==> src/rtl/led_bar_pkg.sv <==
// ---------------------------------------------------------------------------
// led_bar_pkg
// Shared types and helpers for the LED bar controller.
//   mode_e    : display mode encoding (all four 2-bit codes are legal)
//   LED_ON/OFF: active-low LED drive levels
//   bar_mask  : n ones from the LSB, clipped to width
// ---------------------------------------------------------------------------
package led_bar_pkg;

    typedef enum logic [1:0] {
        MODE_BAR   = 2'd0,
        MODE_CHASE = 2'd1,
        MODE_BLINK = 2'd2,
        MODE_FILL  = 2'd3
    } mode_e;

    localparam logic LED_ON  = 1'b0;
    localparam logic LED_OFF = 1'b1;

    // Widest bar the mask helper can describe; callers truncate to LED_W.
    localparam int unsigned MAX_LED_W = 64;

    function automatic logic [MAX_LED_W-1:0] bar_mask(input int unsigned n,
                                                      input int unsigned width);
        logic [MAX_LED_W-1:0] m;
        m = '0;
        for (int unsigned i = 0; i < MAX_LED_W; i++) begin
            if ((i < n) && (i < width)) begin
                m[i] = 1'b1;
            end
        end
        return m;
    endfunction

endpackage

==> src/rtl/led_bar_ctrl_sw_debounce.sv <==
// ---------------------------------------------------------------------------
// sw_debounce
// Two-flop synchroniser plus stable-sample counter for a switch bank.
// Ports:
//   clk, rst (async, active-high)
//   sw_in  [W-1:0] raw asynchronous switch pins
//   sw_db  [W-1:0] debounced switch vector
//   db_vld         set once the first debounced vector has been accepted
// ---------------------------------------------------------------------------
module sw_debounce
    import led_bar_pkg::*;
#(
    parameter int W            = 4,
    parameter int DEBOUNCE_CYC = 50000
) (
    input  logic         clk,
    input  logic         rst,
    input  logic [W-1:0] sw_in,
    output logic [W-1:0] sw_db,
    output logic         db_vld
);

    localparam int CW = $clog2(DEBOUNCE_CYC + 1);

    logic [W-1:0]  sync1_q, sync1_d;
    logic [W-1:0]  sync2_q, sync2_d;
    logic [CW-1:0] cnt_q, cnt_d;
    logic [W-1:0]  sw_db_q, sw_db_d;
    logic          vld_q, vld_d;

    // cnt_q = number of consecutive clocks sync2_q has held its value,
    // saturating at DEBOUNCE_CYC. A change is seen one cycle early as
    // sync1_q != sync2_q, so the new value starts at a count of 1.
    always_comb begin
        sync1_d = sw_in;
        sync2_d = sync1_q;
        cnt_d   = cnt_q;
        sw_db_d = sw_db_q;
        vld_d   = vld_q;

        if (cnt_q == CW'(DEBOUNCE_CYC)) begin
            sw_db_d = sync2_q;
            vld_d   = 1'b1;
        end

        if (sync1_q != sync2_q) begin
            cnt_d = CW'(1);
        end else if (cnt_q != CW'(DEBOUNCE_CYC)) begin
            cnt_d = cnt_q + CW'(1);
        end
    end

    always_ff @(posedge clk or posedge rst) begin
        if (rst) begin
            sync1_q <= '0;
            sync2_q <= '0;
            cnt_q   <= '0;
            sw_db_q <= '0;
            vld_q   <= 1'b0;
        end else begin
            sync1_q <= sync1_d;
            sync2_q <= sync2_d;
            cnt_q   <= cnt_d;
            sw_db_q <= sw_db_d;
            vld_q   <= vld_d;
        end
    end

    assign sw_db  = sw_db_q;
    // The reset value of sw_db (all zero) decodes as a lit, non-blank bar,
    // so the top keeps the bar dark until a real vector has been accepted.
    assign db_vld = vld_q;

endmodule

==> src/rtl/led_bar_ctrl.sv <==
// ---------------------------------------------------------------------------
// led_bar_ctrl
// Switch-driven active-low LED bar: BAR, CHASE, BLINK and FILL patterns.
// Optional feature macro: LED_PWM_EN (adds 4-bit PWM brightness on 'duty').
// Ports:
//   clk            system clock
//   rst            asynchronous reset, active-high
//   switch [SW_W]  raw switch pins; bit0 = blank, [SW_W-1:1] = level
//   mode   [2]     0 BAR, 1 CHASE, 2 BLINK, 3 FILL (used as-is)
//   led    [LED_W] registered LED drive, 0 = LED on
//   duty   [4]     PWM duty, only with LED_PWM_EN
// ---------------------------------------------------------------------------
module led_bar_ctrl
    import led_bar_pkg::*;
#(
    parameter int LED_W        = 8,
    parameter int SW_W         = 4,
    parameter int DEBOUNCE_CYC = 50000,
    parameter int STEP_CYC     = 5000000
) (
    input  logic             clk,
    input  logic             rst,
    input  logic [SW_W-1:0]  switch,
    input  logic [1:0]       mode,
    output logic [LED_W-1:0] led
`ifdef LED_PWM_EN
    ,
    input  logic [3:0]       duty
`endif
);

    localparam int CNT_W = $clog2(LED_W + 1);
    localparam int POS_W = $clog2(LED_W);
    localparam int TMR_W = $clog2(STEP_CYC);

    logic [SW_W-1:0]  sw_db;
    logic             db_vld;
    logic [SW_W-2:0]  level;
    logic [CNT_W-1:0] n;
    logic [LED_W-1:0] bar;
    logic [LED_W-1:0] lit;
    logic             blank;
    logic             restart;
    logic             tick;
    logic             gate;

    mode_e            state_q, state_d;
    logic [CNT_W-1:0] n_q, n_d;
    logic [TMR_W-1:0] timer_q, timer_d;
    logic [POS_W-1:0] pos_q, pos_d;
    logic [CNT_W-1:0] fill_q, fill_d;   // holds f-1, so f runs 1..n
    logic             phase_q, phase_d;
    logic [LED_W-1:0] led_q, led_d;
`ifdef LED_PWM_EN
    logic [3:0]       pwm_cnt_q, pwm_cnt_d;
`endif

    sw_debounce #(
        .W            (SW_W),
        .DEBOUNCE_CYC (DEBOUNCE_CYC)
    ) u_sw_debounce (
        .clk    (clk),
        .rst    (rst),
        .sw_in  (switch),
        .sw_db  (sw_db),
        .db_vld (db_vld)
    );

    // Lit count: level + 1, saturating at LED_W.
    always_comb begin
        level = sw_db[SW_W-1:1];
        if (32'(level) >= 32'(LED_W - 1)) begin
            n = CNT_W'(LED_W);
        end else begin
            n = CNT_W'(level) + CNT_W'(1);
        end
        bar = LED_W'(bar_mask(32'(n), LED_W));
    end

    always_comb begin
        state_d = mode_e'(mode);
        n_d     = n;
        timer_d = timer_q;
        pos_d   = pos_q;
        fill_d  = fill_q;
        phase_d = phase_q;
        tick    = 1'b0;
        lit     = '0;
        led_d   = '1;
        gate    = 1'b1;
`ifdef LED_PWM_EN
        pwm_cnt_d = pwm_cnt_q + 4'd1;
        gate      = (pwm_cnt_q < duty);
`endif

        blank   = !db_vld || sw_db[0];
        // A new mode or lit count restarts the animation from its origin.
        restart = (state_d != state_q) || (n != n_q);

        if (blank || restart) begin
            timer_d = '0;
            pos_d   = '0;
            fill_d  = '0;
            phase_d = 1'b1;
        end else begin
            if (timer_q == TMR_W'(STEP_CYC - 1)) begin
                tick    = 1'b1;
                timer_d = '0;
            end else begin
                timer_d = timer_q + TMR_W'(1);
            end

            if (tick) begin
                pos_d   = (pos_q == POS_W'(LED_W - 1)) ? '0 : pos_q + POS_W'(1);
                phase_d = !phase_q;
                fill_d  = ((fill_q + CNT_W'(1)) >= n) ? '0 : fill_q + CNT_W'(1);
            end
        end

        // Pattern is built from the next-state values so the register
        // shows the new step on the same edge that takes it.
        case (state_d)
            MODE_BAR:   lit = bar;
            // Rotate left by pos_d: upper half of the doubled bar after shifting.
            MODE_CHASE: lit = LED_W'(({bar, bar} << pos_d) >> LED_W);
            MODE_BLINK: lit = phase_d ? bar : '0;
            MODE_FILL:  lit = LED_W'(bar_mask(32'(fill_d) + 1, LED_W));
            default:    lit = bar;
        endcase

        if (blank) begin
            lit = '0;
        end

        for (int i = 0; i < LED_W; i++) begin
            led_d[i] = (lit[i] && gate) ? LED_ON : LED_OFF;
        end
    end

    always_ff @(posedge clk or posedge rst) begin
        if (rst) begin
            state_q <= MODE_BAR;
            n_q     <= '0;
            timer_q <= '0;
            pos_q   <= '0;
            fill_q  <= '0;
            phase_q <= 1'b1;
            led_q   <= '1;
        end else begin
            state_q <= state_d;
            n_q     <= n_d;
            timer_q <= timer_d;
            pos_q   <= pos_d;
            fill_q  <= fill_d;
            phase_q <= phase_d;
            led_q   <= led_d;
        end
    end

`ifdef LED_PWM_EN
    always_ff @(posedge clk or posedge rst) begin
        if (rst) begin
            pwm_cnt_q <= '0;
        end else begin
            pwm_cnt_q <= pwm_cnt_d;
        end
    end
`endif

    assign led = led_q;

endmodule

==> config.mk <==
export PLATFORM = sky130hd
export DESIGN_NAME = led_bar_ctrl
export DESIGN_NICKNAME = d
export VERILOG_FILES = /design/src/rtl/led_bar_pkg.sv /design/src/rtl/led_bar_ctrl_sw_debounce.sv /design/src/rtl/led_bar_ctrl.sv
export SDC_FILE = /design/constraint.sdc
export NUM_CORES = 1
export LEC_CHECK = 0
export ABC_AREA = 1
export BUFFER_PORTS_ARGS = -buffer_cell sky130_fd_sc_hd__buf_2
export CORE_MARGIN = 2
export CORE_UTILIZATION = 32
export DETAILED_ROUTE_END_ITERATION = 10
export PLACE_DENSITY = 0.55
export SYNTH_ARGS = -nofsm -noshare
export SYNTH_HDL_FRONTEND = slang
export SYNTH_HIERARCHICAL = 1
export SYNTH_SLANG_ARGS = --single-unit
==> constraint.sdc <==
create_clock -name clk -period 10 [get_ports clk]
set_clock_uncertainty 0.2 [all_clocks]
set_input_delay 1 -clock clk [delete_from_list [all_inputs] [get_ports clk]]
set_output_delay 1 -clock clk [all_outputs]
set_load 0.01 [all_outputs]
=== Word-level counts from Yosys, hierarchy flattened ===
Index checks and enable logic that the tools add are counted.

* Register bits after elaboration: 74
* Latch bits: 0
* RAM bits: 0
* Memory bits (read-only): 0
* Input port bits: 8
* Output and inout bits: 8
* Logic and storage cells: 96
* Memories: 0

* $add $sub $neg: 6
* $mul: 0
* Divide/modulo/power cells: 0
* Magnitude comparators: 18
* Eq/ne operators: 10
* Shift-type cells: 1
* Muxes and demuxes: 42
* Bitwise logic cells: 0
* Reduce and logical (&&, ||, !) cells: 7

{| class="wikitable"
|+ Operators by type and width
! kind !! count
|-
| $mux W23 || 2
|-
| $mux W16 || 2
|-
| $pmux W8 S4 || 1
|-
| $mux W1 || 28
|-
| $add A23 B1 Y23 const B || 1
|-
| $eq A23 B23 Y1 const B || 1
|-
| $lt A3 B5 Y1 const A || 4
|-
| $add A16 B1 Y16 const B || 1
|-
| $eq A16 B16 Y1 const B || 1
|-
| $lt A3 B4 Y1 const A || 4
|-
| $mux W4 || 4
|-
| $mux W8 || 2
|-
| $ne A16 B16 Y1 const B || 1
|-
| $shl A16 B3 Y16 || 1
|-
| $lt A1 B5 Y1 const A || 2
|-
| $lt A2 B5 Y1 const A || 2
|-
| $mux W3 || 3
|-
| $lt A1 B4 Y1 const A || 2
|-
| $lt A2 B4 Y1 const A || 2
|-
| $ne A4 B4 Y1 || 2
|-
| $add A4 B1 Y5 const B || 1
|-
| $add A3 B1 Y4 const B || 1
|-
| $add A4 B1 Y4 const B || 1
|-
| $eq A2 B2 Y1 const B || 2
|-
| other kinds (10) || 13
|}

=== Depth between registers and ports, before layout ===
Gate-level depths: netlist of run 1.

* Depth after elaboration: 14
* Gate-level depth with buffers: 24
* Gate-level depth less buffers: 24

=== By module ===
Netlist of run 1, hierarchy kept.

{| class="wikitable"
|+ By module, submodules not included
! module !! instances !! cells an instance !! area each (µm²) !! seq. area each (µm²)
|-
| led_bar_ctrl || 1 || 471 || 3372.0 || 1137.3
|-
| sw_debounce || 1 || 188 || 1470.2 || 725.7
|}

=== Worst setup path after synthesis of run 1 ===
Ideal clock, no wire load.

* Path kind: flip-flop to flip-flop
* Start point: reg u_sw_debounce.sw_db_q[1] (netlist: u_sw_debounce/sw_db[1])
* End point: reg led_q[4] (netlist: led[4])
* Library setup time: 0.061 ns
* Data arrival time: 2.922 ns
* Required time: 9.739 ns
* Setup slack: 6.816 ns
* Stages on the path, launching flop included: 23
* Path buffers: 0
* Period minus slack after synthesis: 3.184 ns
* Cell sequence: dfrtp_1 ha_1 ha_1 inv_2 nand2_4 inv_1 ha_1 a21oi_1 nand3_1 nor2_1 nor2_1 nor2_1 nand2_2 inv_2 ha_1 inv_1 nand4_1 nand2_1 nand2_1 nor2_1 nor2_1 nand3_1 nand2_1

* Elaborated cells between the ends (all ways): 36
* Classes of those cells: add/sub (2); order compare (11); eq/ne (1); shift (1); mux (19); reduce/logical (2)

{| class="wikitable"
|+ RTL lines
! element !! RTL line !! RTL
|-
| start: declaration || led_bar_ctrl_sw_debounce.sv:28 || <nowiki>logic [W-1:0] sw_db_q, sw_db_d;</nowiki>
|-
| start signal: assignment || led_bar_ctrl_sw_debounce.sv:64 || <nowiki>sw_db_q <= sw_db_d;</nowiki>
|-
| $add A3 B1 Y4 or $ge A3 B3 Y1 (tied branches) || led_bar_ctrl.sv:75, led_bar_ctrl.sv:72 ||
|-
| $mux W4 * || led_bar_ctrl.sv:72 || <nowiki>if (32'(level) >= 32'(LED_W - 1)) begin</nowiki>
|-
| $lt A3 B4 Y1 * || led_bar_pkg.sv:28 || <nowiki>if ((i < n) && (i < width)) begin</nowiki>
|-
| $mux W1 * || led_bar_pkg.sv:28 ||
|-
| net bar[7] || led_bar_ctrl.sv:40 || <nowiki>logic [LED_W-1:0] bar;</nowiki>
|-
| $shl A16 B3 Y16 * || led_bar_ctrl.sv:125 || <nowiki>MODE_CHASE: lit = LED_W'(({bar, bar} << pos_d) >> LED_W);</nowiki>
|-
| $pmux W8 S4 * || led_bar_ctrl.sv:122 || <nowiki>case (state_d)</nowiki>
|-
| $mux W8 * || led_bar_ctrl.sv:131 || <nowiki>if (blank) begin</nowiki>
|-
| $mux W1 * || led_bar_ctrl.sv:136 || <nowiki>led_d[i] = (lit[i] && gate) ? LED_ON : LED_OFF;</nowiki>
|-
| net led_d[4] || led_bar_ctrl.sv:53 || <nowiki>logic [LED_W-1:0] led_q, led_d;</nowiki>
|-
| end signal: assignment || led_bar_ctrl.sv:156 || <nowiki>led_q <= led_d;</nowiki>
|-
| end: declaration || led_bar_ctrl.sv:53 ||
|}

Mark *: on every way through the listed nets, which the timed path passes. The rest lies on a longest branch.
A chain may end at the register's enable or synchronous reset.

=== Final worst setup path of run 1 ===
* Start point: reg u_sw_debounce.sw_db_q[1] (netlist: u_sw_debounce/sw_db[1])
* End point: reg led_q[1] (netlist: led[1])

The elaborated chain is that of the path after synthesis.

==> impl_metrics.tcl, run 1 <==
set metrics [dict create \
    dieWidth_um 127.0 \
    power_density_nw_per_um2 133.3 \
    rows 44 \
    grt_max_degree 46 \
    synth_compound_area_frac 0.04651 \
    clkPwrFrac 0.559 \
    drv_cap 0 \
    synth-xor-area-share 0.03437 \
    p_leak_nw 2.569 \
    cp.required_ps 10080 \
    tightestPinTransition_ps 1083 \
    drc_errors 0 \
    syn_area_per_cell_um2 7.348 \
    synthesis.nets 680 \
    worstSetupEndpointType "register" \
    synth_top_family_by_area "simple AND/OR/NAND/NOR gates" \
    yosys_warnings 6 \
    ant_nets 0 \
    die_area_um2 16130 \
    core_area_um2 14640 \
    clockRootBuffer "clkbuf_16" \
    synth_edf_count 0 \
    rsz0062_at_grt "no" \
    max_clock_freq_mhz 275.6 \
    synth.distinct_cells 38 \
    via_count 4190 \
    grt_pass1_vias 4206 \
    gp_congestion 0.9473 \
    die_h_um 127.0 \
    grt_use_total 0.1516 \
    cts_setup_buffers 0 \
    crit_fanout 6 \
    clkTransAtPathRegs_ps 60 \
    wl_per_cell_um 12.90 \
    hold_violations 0 \
    syn-cell-area_um2 4842 \
    synthToLayoutAreaGrowth_pct 13.67 \
    tns_ps 0 \
    antenna_found_initial 0 \
    initial_core_util 0.3307 \
    clkSinkCount 74 \
    nets 704 \
    hpwl_um 8591 \
    grt_pass1_wl_um 19820 \
    async_flop_share 1.000 \
    cts.path.max_buffers 2 \
    cts_tree "built" \
    min_period_ps 3629 \
    synth_ff_type "dfrtp_1" \
    relSlewSlack 0.2771 \
    drive_above_1_share 0.1613 \
    htreeDepth 3 \
    insertion_delay_ps 350 \
    synthesis.instances 659 \
    p_int_mw 0.5789 \
    power_frac_comb 0.027 \
    numCtsBuffers 9 \
    place.port_buffers 15 \
    switching_share 0.2111 \
    path_class "register to register" \
    synth_mux_area_frac 0 \
    min_path_type "register to register" \
    finalSetupViolCount 0 \
    grt_remaining_overflow 0 \
    vias_per_cell 4.805 \
    peakVddDrop_v 0.00007920 \
    dpl_cell_area_um2 5132 \
    drtIter0Drc 310 \
    final-max-slew-violation-count 0 \
    routed_wl_um 11250 \
    synthSimpleGateAreaFrac 0.4217 \
    final_area_um2 5504 \
    seq_power_share 0.414 \
    num_io_pins 16 \
    cts_hold_buffers 0 \
    seq_area_frac_synth 0.3848 \
    status "complete, no violations" \
    switching_power_mw 0.1549 \
    postCtsResizedCells 0 \
    utilization 0.3759 \
    crit_path_start_kind "register" \
    synth-seq-cells 74 \
    cp_data_arrival_time_ps 3710 \
    drtPass1Iterations 5 \
    period_share 0.3629 \
    synth_adder_area_share 0.03359 \
    diodes 0 \
]
## placed cells by master, fill, tap and decap left out, types with 13 or more instances in the layout
| cell type | Yosys | final |
|---|---|---|
| dfrtp_1 | 65 | 65 |
| inv_1 | 82 | 81 |
| nand2_2 | 17 | 17 |
| buf_2 | 0 | 15 |
| nand3_1 | 75 | 75 |
| nand2_1 | 159 | 159 |
| nor2_1 | 97 | 97 |
| xor2_1 | 13 | 13 |
| ha_1 | 13 | 13 |
| nand4_1 | 18 | 18 |
| a21oi_1 | 19 | 19 |
## synthesized netlist by cell type (2+ instances only)
| cell type | number | area (µm²) |
|---|---|---|
| nand3_1 | 75 | 375.4 |
| a21oi_1 | 19 | 95.09 |
| a31oi_1 | 2 | 12.51 |
| nand3_4 | 4 | 70.07 |
| nor3_4 | 2 | 32.53 |
| xnor2_1 | 6 | 52.55 |
| clkinv_1 | 2 | 7.510 |
| o21ai_0 | 8 | 40.04 |
| inv_2 | 9 | 33.78 |
| nand2_2 | 17 | 106.4 |
| nor2_8 | 2 | 40.04 |
| dfrtp_1 | 65 | 1627 |
| o21ai_2 | 3 | 26.28 |
| dfstp_2 | 9 | 236.5 |
| xor2_1 | 13 | 113.9 |
| nand4_1 | 18 | 112.6 |
| nor2_2 | 10 | 62.56 |
| nor3b_1 | 4 | 30.03 |
| nand3b_1 | 4 | 30.03 |
| nor2_4 | 5 | 56.30 |
| nor2_1 | 97 | 364.1 |
| nor3_1 | 4 | 20.02 |
| ha_1 | 13 | 162.7 |
| nand2_4 | 5 | 56.30 |
| o21ai_1 | 4 | 20.02 |
| inv_4 | 3 | 18.77 |
| inv_1 | 82 | 307.8 |
| nand3_2 | 6 | 60.06 |
| nand2_1 | 159 | 596.8 |
## through the flow
step / hold WS (ps) / power, mW / instances / worst slack [ps]
floorplan: 172.7 / 0.3227 / 659 / 6817
global placement: 183.4 / 0.3293 / 856 / 6558
detailed placement: 183.0 / 0.3298 / 856 / 6422
CTS: 197.7 / 0.7447 / 872 / 6392
global route: 203.2 / 0.7617 / 872 / 5951
finish: 192.9 / 0.7338 / 872 / 6371
## worst max-delay path: stages, from the launching register on
cell,delay [ps]
dfrtp_1,450
ha_1,230
ha_1,220
inv_2,160
nand2_4,90
inv_1,150
ha_1,270
a21oi_1,260
nand3_1,140
nor2_1,100
nor2_1,50
nor2_1,150
nand2_2,100
inv_2,110
ha_1,180
inv_1,60
nand4_1,90
nand2_1,130
inv_1,80
nand4_1,90
nand2_1,90
nand3_1,70
nand2_1,70
## registers in the layout, indices dropped and copies added (netlist names)
| name | cells |
|---|---|
| u_sw_debounce/db_vld | 1 |
| n_q | 4 |
| fill_q | 4 |
| pos_q | 3 |
| u_sw_debounce/sync1_q | 4 |
| u_sw_debounce/cnt_q | 16 |
| phase_q | 1 |
| timer_q | 23 |
| state_q | 2 |
| u_sw_debounce/sync2_q | 4 |
| u_sw_debounce/sw_db | 4 |
| led | 8 |
## power by group through the flow
stage / clock [mW] / sequential (mW) / combinational [mW]
finish: 0.410 / 0.304 / 0.0201
global route: 0.434 / 0.304 / 0.0236
detailed placement: 0 / 0.309 / 0.0207
CTS: 0.420 / 0.304 / 0.0207
global placement: 0 / 0.309 / 0.0203
floorplan: 0 / 0.309 / 0.0141
## cell families (layout without fill, tap and decap cells)
family                   Yosys count  in the layout
adder cells (fa/ha/maj)           13             13
buffers and inverters             98            127
flip-flops                        74             74
AND/OR/NAND/NOR                  416            416
AO/OA/AOI/OAI                     39             39
XOR/XNOR                          19             19
## final cells by class
type | count | area [µm²]
clock buffers | 9 | 225.2
repair buffers | 15 | 75.07
multi-input cells | 487 | 2596
flip-flops and latches | 74 | 1863
fillers | 1529 | 9140
clock inverters | 7 | 146.4
well taps | 184 | 230.2
inverters | 96 | 367.9
## per-layer routing
metal / vias up / part of all wire / global-route usage
li1: 2149 / - / -
met1: 1937 / 0.47 / 0.2014
met2: 85 / 0.47 / 0.2438
met3: 19 / 0.044 / 0.03727
met4: 0 / 0.016 / 0.04977
met5: - / 0 / 0
## worst paths after layout
| path | slack [ps] | depth (start not counted) | end | start |
|---|---|---|---|---|
| setup / recovery | 6370 | 22 | led[1] | u_sw_debounce/sw_db[1] |
| hold / removal | 190 | 0 | u_sw_debounce/sync2_q[3] | u_sw_debounce/sync1_q[3] |
| setup reg to reg | 6370 | 22 | led[1] | u_sw_debounce/sw_db[1] |
| hold reg to reg | 190 | 0 | u_sw_debounce/sync2_q[3] | u_sw_debounce/sync1_q[3] |
| max in group asynchronous | 8200 | 2 | u_sw_debounce/cnt_q[10] | rst |
| min in group asynchronous | 710 | 2 | timer_q[3] | rst |
(Power assumes the default switching activity.)
==> run 2: changes to the inputs <==
PLACE_DENSITY = 0.56   (was 0.55)
clock period = 3.1 ns   (was 10 ns; I/O delays follow)
==> run 2 against run 1 <==
Clock-buffer cell count is 2 higher. Non-clock buffer count is 33 higher. Clock power is 150% higher. Largest power group unchanged. Sequential cell count stayed put. Sequential power grew to 3.2 times the previous value. Combinational power grew to 3.6 times the previous value. Power grew to 2.8 times the previous value. Routed wire length is 4.3% higher. Register-to-register slack worse by 6300 ps. Final area is 6.5% higher. Critical path depth stayed put. Sequential share of layout area is 2.1 points lower.
==> impl_metrics.tcl, run 2 (synthesized netlist as in run 1, its figures left out) <==
set metrics [dict create \
    die_h_um 127.0 \
    min_delay_path_depth 0 \
    antenna_found_initial 0 \
    power_frac_comb 0.035 \
    hp-start "u_sw_debounce/sync1_q[3]" \
    diodes 0 \
    via_count 4263 \
    dieWidth_um 127.0 \
    grt_pass1_wl_um 20330 \
    finalSetupViolCount 0 \
    drtPass1Iterations 4 \
    insertion_delay_ps 340 \
    path_class "register to register" \
    relSlewSlack 0.3358 \
    numCtsBuffers 9 \
    drv_cap 0 \
    hpwl_um 8856 \
    num_io_pins 16 \
    grt_max_degree 46 \
    grt_use_total 0.1562 \
    crit_path_start_kind "register" \
    power_density_nw_per_um2 353.1 \
    clkTransAtPathRegs_ps 60 \
    wl_per_cell_um 12.96 \
    worstSetupEndpointType "register" \
    utilization 0.4004 \
    hold_violations 0 \
    gp_congestion 0.9076 \
    grt_remaining_overflow 0 \
    max_flop_register "timer_q" \
    drtIter0Drc 273 \
    p_leak_nw 2.695 \
    synthToLayoutAreaGrowth_pct 21.09 \
    crit_fanout 5 \
    peakVddDrop_v 0.0001976 \
    min_period_ps 2980 \
    status "complete, no violations" \
    switching_power_mw 0.4848 \
    drc_errors 0 \
    whs_endpoint "u_sw_debounce/sync2_q[3]" \
    cp_data_arrival_time_ps 3060 \
    place.port_buffers 15 \
    seq_power_share 0.473 \
    cts.path.max_buffers 2 \
    htreeDepth 3 \
    max_clock_freq_mhz 335.6 \
    final_cell_mix "nand2_1 (153), nor2_1 (92), inv_1 (76)" \
    die_area_um2 16130 \
    ff2ff_setup_slack_ps 120 \
    period_share 0.9613 \
    clockRootBuffer "clkbuf_16" \
    ff2ff_path_depth 22 \
    cp.required_ps 3180 \
    cts_tree "built" \
    switching_share 0.2341 \
    drive_above_1_share 0.2275 \
    min_path_type "register to register" \
    nets 737 \
    grt_pass1_vias 4274 \
    ant_nets 0 \
    tightestPinTransition_ps 994.9 \
    r2r-end "led[6]" \
    initial_core_util 0.3307 \
    final-max-slew-violation-count 0 \
    clkPwrFrac 0.492 \
    tns_ps 0 \
    clkSinkCount 74 \
    mostFrequentLayoutCell "nand2_1" \
    reg2reg_from "u_sw_debounce/sw_db[1]" \
    routed_wl_um 11730 \
    core_area_um2 14640 \
    vias_per_cell 4.710 \
    nFillCells 1501 \
    p_int_mw 1.586 \
    rows 44 \
    largest_reg_flops 23 \
    rsz0062_at_grt "yes" \
]
run 2: cell count changes in the layout (fill, tap and decap cells not counted), moves of 6 or more:
cell	previous run	this run
buf_4	0	26
dlygate4sd3_1	0	7
ha_1	13	7
nand2_1	159	153
run 2: area by class of cell:
type                       count  area [µm²]  share of cell area
sequential                    74        1864              0.3180
clock buffer                  11       252.7             0.04311
multi-input combinational    487        2760              0.4708
clock inverter                 5       37.54            0.006402
timing repair buffer          48       340.3             0.05805
tap                          184       230.2             0.03927
inverter                      96       377.9             0.06445
run 2: through the flow:
stage	total power, mW	instance area (µm²)	hold slack [ps]	worst slack [ps]	instances
after detailed placement	1.064	5309	192.9	-139.9	877
final	2.071	5863	200.7	120.0	905
after global routing	2.156	5863	221.2	-43.36	905
after floorplan	1.041	4861	141.4	7.176	659
after global placement	1.063	5309	183.7	-69.63	877
after CTS	2.112	5729	206.4	34.72	902
run 2: worst max path at each step:
| stage | startpoint | cells after the start | slack, ps | endpoint |
|---|---|---|---|---|
| after global placement | u_sw_debounce/sw_db[1] | 23 | -70 | led[6] |
| final | u_sw_debounce/sw_db[1] | 22 | 120 | led[6] |
| after global routing | u_sw_debounce/sw_db[1] | 23 | -40 | led[6] |
| after CTS | u_sw_debounce/sw_db[2] | 22 | 30 | led[1] |
| after floorplan | u_sw_debounce/sw_db[1] | 21 | 7 | led[5] |
| after detailed placement | u_sw_debounce/sw_db[1] | 23 | -140 | led[1] |
run 2: worst max-delay path, stage by stage, from the launching register on:
cell	delay, ps
dfrtp_1	390
ha_2	200
ha_4	280
nand3_4	90
ha_4	290
nand2_4	40
inv_4	70
nand3_4	90
nand3_4	110
nor2_4	30
nor2_2	110
nor2_2	60
nand2_2	60
inv_2	50
ha_4	160
inv_2	50
nand4_1	100
nand2_2	150
nand2_2	90
nor2_4	110
nand2_1	60
nand4_1	80
nand2_1	50
run 2: repair_timing:
action	in CTS	in global routing
resized for setup	8	29
endpoints found under the setup margin	8	8
hold buffers	7	0
endpoints found under the hold margin	35	0
pin swaps	7	23
setup buffers	2	3
run 2: routing by layer:
layer  track usage  share of wire  vias up
met1        0.2062           0.48     1987
met2        0.2584           0.48       58
met3       0.03224          0.035       10
met5             0              0        -
met4       0.04977         0.0095        0
li1              -              -     2208
run 2: power by group through the flow:
stage | registers [mW] | clock network (mW) | logic, mW
floorplan | 0.996 | 0 | 0.0453
global placement | 0.996 | 0 | 0.0668
detailed placement | 0.997 | 0 | 0.0672
CTS | 0.980 | 1.06 | 0.0745
global route | 0.980 | 1.09 | 0.0837
finish | 0.980 | 1.02 | 0.0715
==> run 3: changes to the inputs <==
RECOVER_POWER = 25   (was not set)
==> run 3 against run 2 <==
The run now ends with max-capacitance violations, max-slew violations left. First-iteration DRC count decreased by 2.6%. Via count increased by 0.12%. Die area unchanged. Sequential power about the same. Non-clock buffer count unchanged. Cell count unchanged. Hold slack about the same. Clock power about the same. Sequential share of layout area about the same. Global-route usage unchanged. Combinational power decreased by 1%.
==> impl_metrics.tcl, run 3 (synthesized netlist as in run 1, its figures left out) <==
set metrics [dict create \
    rows 44 \
    grt_pass1_vias 4274 \
    via_count 4268 \
    antenna_found_initial 0 \
    crit_buf_inv 3 \
    crit_fanout 5 \
    drive_above_1_share 0.2247 \
    drtIter0Drc 266 \
    num_io_pins 16 \
    violations "max-capacitance violations, max-slew violations" \
    hold_violations 0 \
    core_area_um2 14640 \
    clkSinkCount 74 \
    mostFrequentLayoutCell "nand2_1" \
    final-max-slew-violation-count 30 \
    min_path_type "register to register" \
    finalSetupViolCount 0 \
    gp_congestion 0.9076 \
    dieWidth_um 127.0 \
    max_clock_freq_mhz 335.6 \
    peakVddDrop_v 0.0001977 \
    critPathSlowestCell "dfrtp_1" \
    vias_per_cell 4.716 \
    synthToLayoutAreaGrowth_pct 20.98 \
    tightestPinTransition_ps 1530 \
    clockRootBuffer "clkbuf_16" \
    drc_errors 0 \
    rsz0062_at_grt "yes" \
    wl_per_cell_um 12.96 \
    final_cell_mix "nand2_1 (153), nor2_1 (92), inv_1 (76)" \
    cts_tree "built" \
    tns_ps 0 \
    path_delay_family "simple AND/OR/NAND/NOR gates" \
    drv_cap 1 \
    nets 737 \
    ant_nets 0 \
    crit_path_start_kind "register" \
    cp_data_arrival_time_ps 3060 \
    drtPass1Iterations 4 \
    insertion_delay_ps 340 \
    p_leak_nw 2.689 \
    path_class "register to register" \
    min_delay_path_depth 0 \
    grtUsageMet2 0.2584 \
    max_stage_delay_ps 390 \
    initial_core_util 0.3307 \
    routed_wl_um 11730 \
    die_area_um2 16130 \
    die_h_um 127.0 \
    grt_use_met1 0.2062 \
    grtUsageMet3 0.03224 \
    grt_pass1_wl_um 20330 \
    cp.required_ps 3180 \
    placed_cells 877 \
    power_density_nw_per_um2 353.3 \
    diodes 0 \
    grt_busiest_layer "met2" \
    relSlewSlack -0.01982 \
    hpwl_um 8856 \
    min_period_ps 2980 \
    place.port_buffers 15 \
    period_share 0.9613 \
    htreeDepth 3 \
    finalNonFillerCells 905 \
    crit_chain "ha_2 -> ha_4 -> nand3_4 -> ha_4 -> nand2_4 -> inv_4 -> nand3_4 -> nand3_4 -> nor2_4 -> nor2_2 -> nor2_2 -> nand2_2 -> inv_2 -> ha_4 -> inv_2 -> nand4_1 -> nand2_2 -> nand2_2 -> nor2_4 -> nand2_1 -> nand4_1 -> nand2_1" \
    grt_use_total 0.1562 \
    ff2ff_path_depth 22 \
    max_flop_register "timer_q" \
    crit_cells 22 \
    cts.path.max_buffers 2 \
    totalPowerFinal_mw 2.070 \
    status "finished, violations left" \
    worstSetupEndpointType "register" \
    largest_reg_flops 23 \
    clkTransAtPathRegs_ps 60 \
    grt_max_degree 46 \
    grt_remaining_overflow 0 \
    numCtsBuffers 9 \
]
-- run 3: area by class of cell --
type	instances	area, µm²
fillers	1503	8786
multi-input cells	487	2760
flip-flops and latches	74	1864
inverters	96	377.9
repair buffers	48	335.3
clock buffers	11	252.7
well taps	184	230.2
clock inverters	5	37.54
-- run 3: per-stage QoR --
step                        util  worst slack [ps]  hold slack, ps  cell area (µm²)
after CTS                 0.3912             34.72           206.4             5729
after global placement    0.3625            -69.63           183.7             5309
final                     0.4000             120.1           200.7             5858
after global routing      0.4000            -43.36           221.2             5858
after floorplan                -             7.176           141.4             4861
after detailed placement  0.3625            -139.9           192.9             5309
-- run 3: where the power goes --
group          switching (mW)  leakage (nW)  internal (mW)
sequential            0.00563         0.968          0.974
combinational          0.0484          1.58         0.0224
clock                   0.431         0.138          0.588
total                   0.485          2.69           1.58
-- run 3: worst paths after layout --
check	endpoint	startpoint	slack (ps)
setup reg to reg	led[6]	u_sw_debounce/sw_db[1]	120
min in group asynchronous	n_q[3]	rst	570
hold / removal	u_sw_debounce/sync2_q[3]	u_sw_debounce/sync1_q[3]	200
hold reg to reg	u_sw_debounce/sync2_q[3]	u_sw_debounce/sync1_q[3]	200
max in group asynchronous	u_sw_debounce/sync2_q[0]	rst	940
setup / recovery	led[6]	u_sw_debounce/sw_db[1]	120
-- run 3: worst reg2reg max path, stage by stage, from the launching register on --
cell     delay [ps]
dfrtp_1         390
ha_2            200
ha_4            280
nand3_4          90
ha_4            290
nand2_4          40
inv_4            70
nand3_4          90
nand3_4         110
nor2_4           30
nor2_2          110
nor2_2           70
nand2_2          70
inv_2            50
ha_4            160
inv_2            50
nand4_1         100
nand2_2         150
nand2_2          90
nor2_4          110
nand2_1          60
nand4_1          80
nand2_1          50
-- run 3: repair_timing --
item,CTS,global route
hold endpoints to repair,35,0
hold buffers,7,0
pin swaps,7,23
endpoints found under the setup margin,8,8
buffers inserted,2,3
cloned,0,0
resized for setup,8,29
-- run 3: metal layers --
metal | part of all wire | routed length (µm)
met5 | 0 | 0
met4 | 0.0095 | 112
met3 | 0.035 | 416
met2 | 0.48 | 5637
met1 | 0.47 | 5562
